[src/rtl/flasher_pkg.sv]
// Shared types and helpers for the bound-flasher family.
package flasher_pkg;

    typedef enum logic [1:0] {
        ST_IDLE = 2'd0,
        ST_UP   = 2'd1,
        ST_DOWN = 2'd2
    } state_e;

    // Width of one packed bound field in the phase tables.
    localparam int unsigned BOUND_W   = 8;
    // Upper limits that size the helper-function arguments.
    localparam int unsigned MAX_PHASE = 256;
    localparam int unsigned MAX_LEDS  = 256;
    localparam int unsigned BVEC_W    = BOUND_W * MAX_PHASE;

    // Thermometer code: the lowest `lvl` bits set, clipped to `width` lamps.
    function automatic logic [MAX_LEDS-1:0] therm(input int unsigned lvl, input int unsigned width);
        return ~({MAX_LEDS{1'b1}} << lvl) & ~({MAX_LEDS{1'b1}} << width);
    endfunction

    // Extract bound field `idx` from a packed table, field 0 in the LSBs.
    function automatic logic [BOUND_W-1:0] bound_at(input logic [BVEC_W-1:0] vec, input int unsigned idx);
        return BOUND_W'(vec >> (idx * BOUND_W));
    endfunction

endpackage

[src/rtl/flash_tick_gen.sv]
// Step prescaler: asserts tick_o once every STEP_DIV enabled cycles.
module flash_tick_gen #(
    parameter int unsigned STEP_DIV = 1
) (
    input  logic clk_i,
    input  logic rst_i,
    input  logic clr_i,
    input  logic en_i,
    output logic tick_o
);

    localparam int unsigned    CW   = (STEP_DIV > 1) ? $clog2(STEP_DIV) : 1;
    localparam logic [CW-1:0]  LAST = CW'(STEP_DIV - 1);

    logic [CW-1:0] cnt_q;
    logic [CW-1:0] cnt_d;

    assign tick_o = en_i && (cnt_q == LAST);

    // Wrap at LAST; restart from zero on clear or while disabled.
    always_comb begin
        cnt_d = cnt_q;
        if (clr_i || !en_i) begin
            cnt_d = '0;
        end else if (cnt_q == LAST) begin
            cnt_d = '0;
        end else begin
            cnt_d = cnt_q + 1'b1;
        end
    end

    // Counter register with synchronous reset.
    always_ff @(posedge clk_i) begin
        if (rst_i) begin
            cnt_q <= '0;
        end else begin
            cnt_q <= cnt_d;
        end
    end

endmodule

[src/rtl/sweep_flasher.sv]
// Thermometer-bar sweeper: bounces a lit bar between per-phase high/low
// bounds after a FLICK rising edge, with kickback and loop options.
module sweep_flasher
    import flasher_pkg::*;
#(
    parameter int unsigned                 WIDTH    = 16,
    parameter int unsigned                 NPHASE   = 3,
    parameter logic [BOUND_W*NPHASE-1:0]   PHASE_HI = {8'd6, 8'd11, 8'd16},
    parameter logic [BOUND_W*NPHASE-1:0]   PHASE_LO = {8'd1, 8'd1, 8'd6},
    parameter logic [WIDTH:0]              KB_MASK  = (WIDTH + 1)'(7'b1000010),
    parameter int unsigned                 STEP_DIV = 1,
    localparam int unsigned                PW       = (NPHASE > 1) ? $clog2(NPHASE) : 1
) (
    input  logic             CLK,
    input  logic             RST,
    input  logic             FLICK,
    input  logic             LOOP,
    output logic [WIDTH-1:0] LED,
    output logic             BUSY,
    output logic [PW-1:0]    PHASE
);

    localparam logic [BVEC_W-1:0] HI_VEC     = BVEC_W'(PHASE_HI);
    localparam logic [BVEC_W-1:0] LO_VEC     = BVEC_W'(PHASE_LO);
    localparam logic [PW-1:0]     LAST_PHASE = PW'(NPHASE - 1);

    // Parameter sanity, rejected at elaboration.
    if (WIDTH < 1 || WIDTH > 255) begin : g_bad_width
        $fatal(1, "sweep_flasher: WIDTH must be 1..255");
    end
    if (STEP_DIV < 1) begin : g_bad_div
        $fatal(1, "sweep_flasher: STEP_DIV must be >= 1");
    end
    if (NPHASE < 1 || NPHASE > MAX_PHASE) begin : g_bad_nphase
        $fatal(1, "sweep_flasher: NPHASE out of range");
    end
    for (genvar p = 0; p < NPHASE; p++) begin : g_chk
        localparam int unsigned HI_P = 32'(PHASE_HI[p*BOUND_W +: BOUND_W]);
        localparam int unsigned LO_P = 32'(PHASE_LO[p*BOUND_W +: BOUND_W]);
        if (LO_P < 1 || LO_P >= HI_P || HI_P > WIDTH) begin : g_bad_bound
            $fatal(1, "sweep_flasher: need 1 <= LO < HI <= WIDTH for every phase");
        end
    end

    state_e           state_q, state_d;
    logic [7:0]       lvl_q, lvl_d;
    logic [PW-1:0]    phase_q, phase_d;
    logic             flick_q;
    logic [WIDTH-1:0] led_q, led_d;
    logic             busy_q;

    logic             rise;
    logic             tick;
    logic             kb_hit;
    logic             clr;
    logic [7:0]       hi_cur;
    logic [7:0]       lo_cur;

    assign rise   = FLICK & ~flick_q;
    assign hi_cur = bound_at(HI_VEC, 32'(phase_q));
    assign lo_cur = bound_at(LO_VEC, 32'(phase_q));
    assign kb_hit = |(KB_MASK & ((WIDTH + 1)'(1) << lvl_q));

    flash_tick_gen #(
        .STEP_DIV (STEP_DIV)
    ) u_tick (
        .clk_i  (CLK),
        .rst_i  (RST),
        .clr_i  (clr),
        .en_i   (state_q != ST_IDLE),
        .tick_o (tick)
    );

    // Next-state decode; a kickback pre-empts a same-cycle step in DOWN.
    always_comb begin
        state_d = state_q;
        lvl_d   = lvl_q;
        phase_d = phase_q;
        clr     = 1'b0;
        case (state_q)
            ST_IDLE: begin
                lvl_d   = '0;
                phase_d = '0;
                if (rise) begin
                    state_d = ST_UP;
                    clr     = 1'b1;
                end
            end
            ST_UP: begin
                if (tick) begin
                    if (lvl_q >= hi_cur) begin
                        state_d = ST_DOWN;
                        lvl_d   = lvl_q - 8'd1;
                    end else begin
                        lvl_d   = lvl_q + 8'd1;
                    end
                end
            end
            ST_DOWN: begin
                if (rise && kb_hit) begin
                    state_d = ST_UP;
                    phase_d = (phase_q == '0) ? '0 : phase_q - 1'b1;
                    lvl_d   = lvl_q + 8'd1;
                    clr     = 1'b1;
                end else if (tick) begin
                    if (lvl_q != lo_cur) begin
                        lvl_d   = lvl_q - 8'd1;
                    end else if (phase_q != LAST_PHASE) begin
                        state_d = ST_UP;
                        phase_d = phase_q + 1'b1;
                        lvl_d   = lvl_q + 8'd1;
                    end else if (LOOP) begin
                        state_d = ST_UP;
                        phase_d = '0;
                        lvl_d   = lvl_q + 8'd1;
                    end else begin
                        state_d = ST_IDLE;
                        phase_d = '0;
                        lvl_d   = '0;
                    end
                end
            end
            default: begin
                state_d = ST_IDLE;
                lvl_d   = '0;
                phase_d = '0;
            end
        endcase
    end

    assign led_d = WIDTH'(therm(32'(lvl_d), WIDTH));

    // State, bar level and registered outputs.
    always_ff @(posedge CLK) begin
        if (RST) begin
            state_q <= ST_IDLE;
            lvl_q   <= '0;
            phase_q <= '0;
            flick_q <= 1'b0;
            led_q   <= '0;
            busy_q  <= 1'b0;
        end else begin
            state_q <= state_d;
            lvl_q   <= lvl_d;
            phase_q <= phase_d;
            flick_q <= FLICK;
            led_q   <= led_d;
            busy_q  <= (state_d != ST_IDLE);
        end
    end

    assign LED   = led_q;
    assign BUSY  = busy_q;
    assign PHASE = phase_q;

endmodule

[config.mk]
export PLATFORM = sky130hd
export DESIGN_NAME = sweep_flasher
export DESIGN_NICKNAME = d
export VERILOG_FILES = /design/src/rtl/flasher_pkg.sv /design/src/rtl/flash_tick_gen.sv /design/src/rtl/sweep_flasher.sv
export SDC_FILE = /design/constraint.sdc
export NUM_CORES = 1
export LEC_CHECK = 0
export CAP_MARGIN = 20
export CELL_PAD_IN_SITES_DETAIL_PLACEMENT = 0
export CELL_PAD_IN_SITES_GLOBAL_PLACEMENT = 2
export CORE_MARGIN = 10
export CORE_UTILIZATION = 33
export DETAILED_ROUTE_END_ITERATION = 16
export HOLD_SLACK_MARGIN = 0.12
export PLACE_DENSITY = 0.88
export SLEW_MARGIN = 20
export SYNTH_ARGS = -nofsm -noshare
export SYNTH_HDL_FRONTEND = slang
export SYNTH_SLANG_ARGS = --single-unit
[constraint.sdc]
create_clock -name CLK -period 2.8 [get_ports CLK]
set_input_delay 0.28 -clock CLK [delete_from_list [all_inputs] [get_ports CLK]]
set_output_delay 0.28 -clock CLK [all_outputs]
set_load 0.02 [all_outputs]
==> reports/qor.yml <==
critPathArrivalTime_ns: 2.91
clkPwrFrac_pct: 43.3
status: "complete, no violations"
cts_tree: "built"
core_area_mm2: 0.006277
clockBufferDepth: 2
rows: 29
netlist_top_cells_area: "dfxtp_1 30%, ha_1 11%, nor2_1 4.3%"
tightest_slew_ns: 0.5387
final-max-slew-violation-count: 0
area_growth_pct: 33.75
critPathKind: "reg2reg"
yosysSeqAreaShare_pct: 29.52
crit_path_frequent_cell: "ha_1"
fin_crit_ns: 2.756
die-area_mm2: 0.009962
syn_nets: 282
avgRoutedWirePerCell_um: 15.99
yosysWarnings: 0
leakage_nw: 1.077
critical_path.cell_chain: "clkinvlp_4, ha_1, inv_1, ha_1, or3_4, nand2_8, mux2i_2, xnor2_1, o32ai_2, buf_4, nor3_4, a21oi_1"
vdd_ir_drop_max_uv: 299.4
finalCritPeriodShare_pct: 98.42
clkLatencyLatePin_ns: 0.29
hpwlAfterDp_um: 4461
cts_root_buf: "clkbuf_8"
synth_top_cell_area_share_pct: 29.52
die_width_um: 99.81
cts_made_buffers: 5
hold_buffers: 0
dr.pass1.iters: 4
slowest_stage: "or3_4"
io_buffers: 22
ys_types: 67
fmax_ghz: 0.3629
switching_share_pct: 24.78
total_power_mw: 0.9323
setup_tns_ns: 0
cp.required_ns: 2.95
grt_max_degree: 15
maxCapViolations: 0
ant_nets: 0
path_clk_slew_ns: 0.08
cp-end-kind: "register"
grt_pass1_wl_um: 9639
critPathLaunchType: "register"
grt_pass1_vias: 2004
drive_above_1_share_pct: 25.32
pin_count: 23
gp_congestion: 0.8915
async_flop_share_pct: 0
synth_area_leader_cell: "dfxtp_1"
vias: 2073
overflow: 0
setup_viol: 0
p_per_area_mw_per_mm2: 331.6
ys.flop_type: "dfxtp_1"
antenna_found_initial: 0
rsz0062_at_grt: "yes"
syn_avg_cell_area_um2: 8.085
pwr-share-seq_pct: 47.9
post_synth_inst_count: 260
clock-sinks: 31
ys_ff_latch: 31
via_per_inst: 5.384
slew-limit-headroom_pct: 64.04
hold_viol: 0
cp_slowest_stage_delay_ns: 0.43
insertedDiodeCount: 0
grtUsageTotal_pct: 11.89
layout.nets: 329
p_sw_mw: 0.2310
syn_area_mm2: 0.002102
power.internal_mw: 0.7013
power.share.combinational_pct: 8.8
fp.dieH_um: 99.81
h-tree-depth: 2
wl_um: 6157
path_max_fanout: 7
route.detailed.drc: 0
whs_ns: 0.5609
hold_class: "in2reg"
start_util_pct: 33.49
fin_worst_skew_ns: 0.01052
drt_iter0_markers: 184
synth-edff-count: 0
per-stage QoR:
step                      instances  cell area (µm²)  setup WS, ns  util [%]
after global placement          368             2517       0.05880     40.10
after CTS                       377             2634       0.02734     41.96
after floorplan                 260             2103       0.01293         -
final                           385             2811       0.04411     44.79
after detailed placement        368             2517     -0.007869     40.10
after global routing            385             2811      -0.07882     44.79
power groups by stage:
| stage | logic (mW) | clock network (mW) | registers [mW] |
|---|---|---|---|
| 6_report | 0.0823 | 0.403 | 0.447 |
| 3_5_place_dp | 0.0792 | 0 | 0.457 |
| 3_3_place_gp | 0.0797 | 0 | 0.456 |
| 2_1_floorplan | 0.0436 | 0 | 0.459 |
| 4_1_cts | 0.0795 | 0.411 | 0.446 |
| 5_1_grt | 0.0902 | 0.426 | 0.447 |
cell families after synthesis:
logic type	Yosys count	synth area share, %
AOI/OAI and AO/OA	72	23.63
xor gates and xnor gates	4	1.667
adders and majority gates	18	10.71
buffers and inverters	32	6.964
DFF	31	29.52
muxes	4	2.024
other	1	0.1784
and+or+nand+nor	98	25.30
critical path, delay by kind of cell, from the launching register on:
family | cells | cell delay [ns]
mux | 1 | 0.23
buf+inv | 3 | 0.42
flops | 1 | 0.35
compound gates | 2 | 0.22
simple gates | 3 | 0.72
xor+xnor | 1 | 0.16
fa+ha+maj | 2 | 0.50
state kept, by name, summed over array words and instances, names as in the netlist:
signal,count
lvl_q,8
state_q,2
BUSY,1
PHASE,2
u_tick.cnt_q,1
LED,16
flick_q,1
layout by cell type (no fill, tap or decap), types with 6 or more instances in the layout:
cell type / instances
a21oi_1: 12
buf_4: 31
clkbuf_8: 7
clkdlybuf4s50_1: 22
dfxtp_1: 30
ha_1: 16
inv_1: 14
nand2_1: 15
nand3_1: 11
nor2_1: 23
o21ai_0: 11
o21ai_1: 6
routing by layer:
metal  global-route usage [%]  vias to the layer above  wire [µm]
met5                        0                        -          0
met4                    6.174                        0        226
met3                    2.747                       21        333
met2                    19.21                       68       2851
met1                    14.34                      956       2745
li1                         -                     1028          -
worst paths after layout:
kind         slack (ns)                  start                     to  cells past startpoint
max                0.04  PHASE[0]$_SDFFE_PP0P_      LED[0]$_SDFF_PP0_                     12
min                0.56                  FLICK     flick_q$_SDFF_PP0_                      2
max reg2reg        0.04  PHASE[0]$_SDFFE_PP0P_      LED[0]$_SDFF_PP0_                     12
min reg2reg        0.59  state_q[1]$_SDFF_PP0_  state_q[1]$_SDFF_PP0_                      2
layout make-up:
| class | count | area [µm²] |
|---|---|---|
| Inverter | 17 | 67.56 |
| Clock buffer | 7 | 96.34 |
| Timing Repair Buffer | 55 | 469.2 |
| Multi-Input combinational cell | 197 | 1453 |
| Clock inverter | 1 | 7.507 |
| Sequential cell | 31 | 621.8 |
| Fill cell | 615 | 3466 |
| Tap cell | 77 | 96.34 |
synthesized netlist by cell type, types with 2 or more instances:
library cell	number
and2_1	3
xnor2_1	3
a21oi_2	2
nand4_1	3
or4_1	2
o22ai_1	3
o32ai_1	2
inv_1	17
o21ai_1	6
a31oi_1	6
nor2_1	24
nand2_1	16
nor3_1	6
buf_4	3
nand3_1	12
mux2_2	2
nand2b_1	4
dfxtp_1	31
o211ai_1	5
mux2i_1	2
nor2b_1	4
o21a_1	3
buf_2	6
o31a_1	2
ha_1	18
o21ai_0	12
or3_1	3
clkbuf_1	5
a21oi_1	13
nor4_1	5
what timing repair did:
action / in CTS / in global routing
endpoints found under the setup margin: 3 / 18
buffers inserted: 1 / 7
gates resized for setup: 1 / 26
pin swaps: 1 / 20
cloned: 0 / 1
hold endpoints to repair: 0 / 0
(Power assumes the default switching activity.)
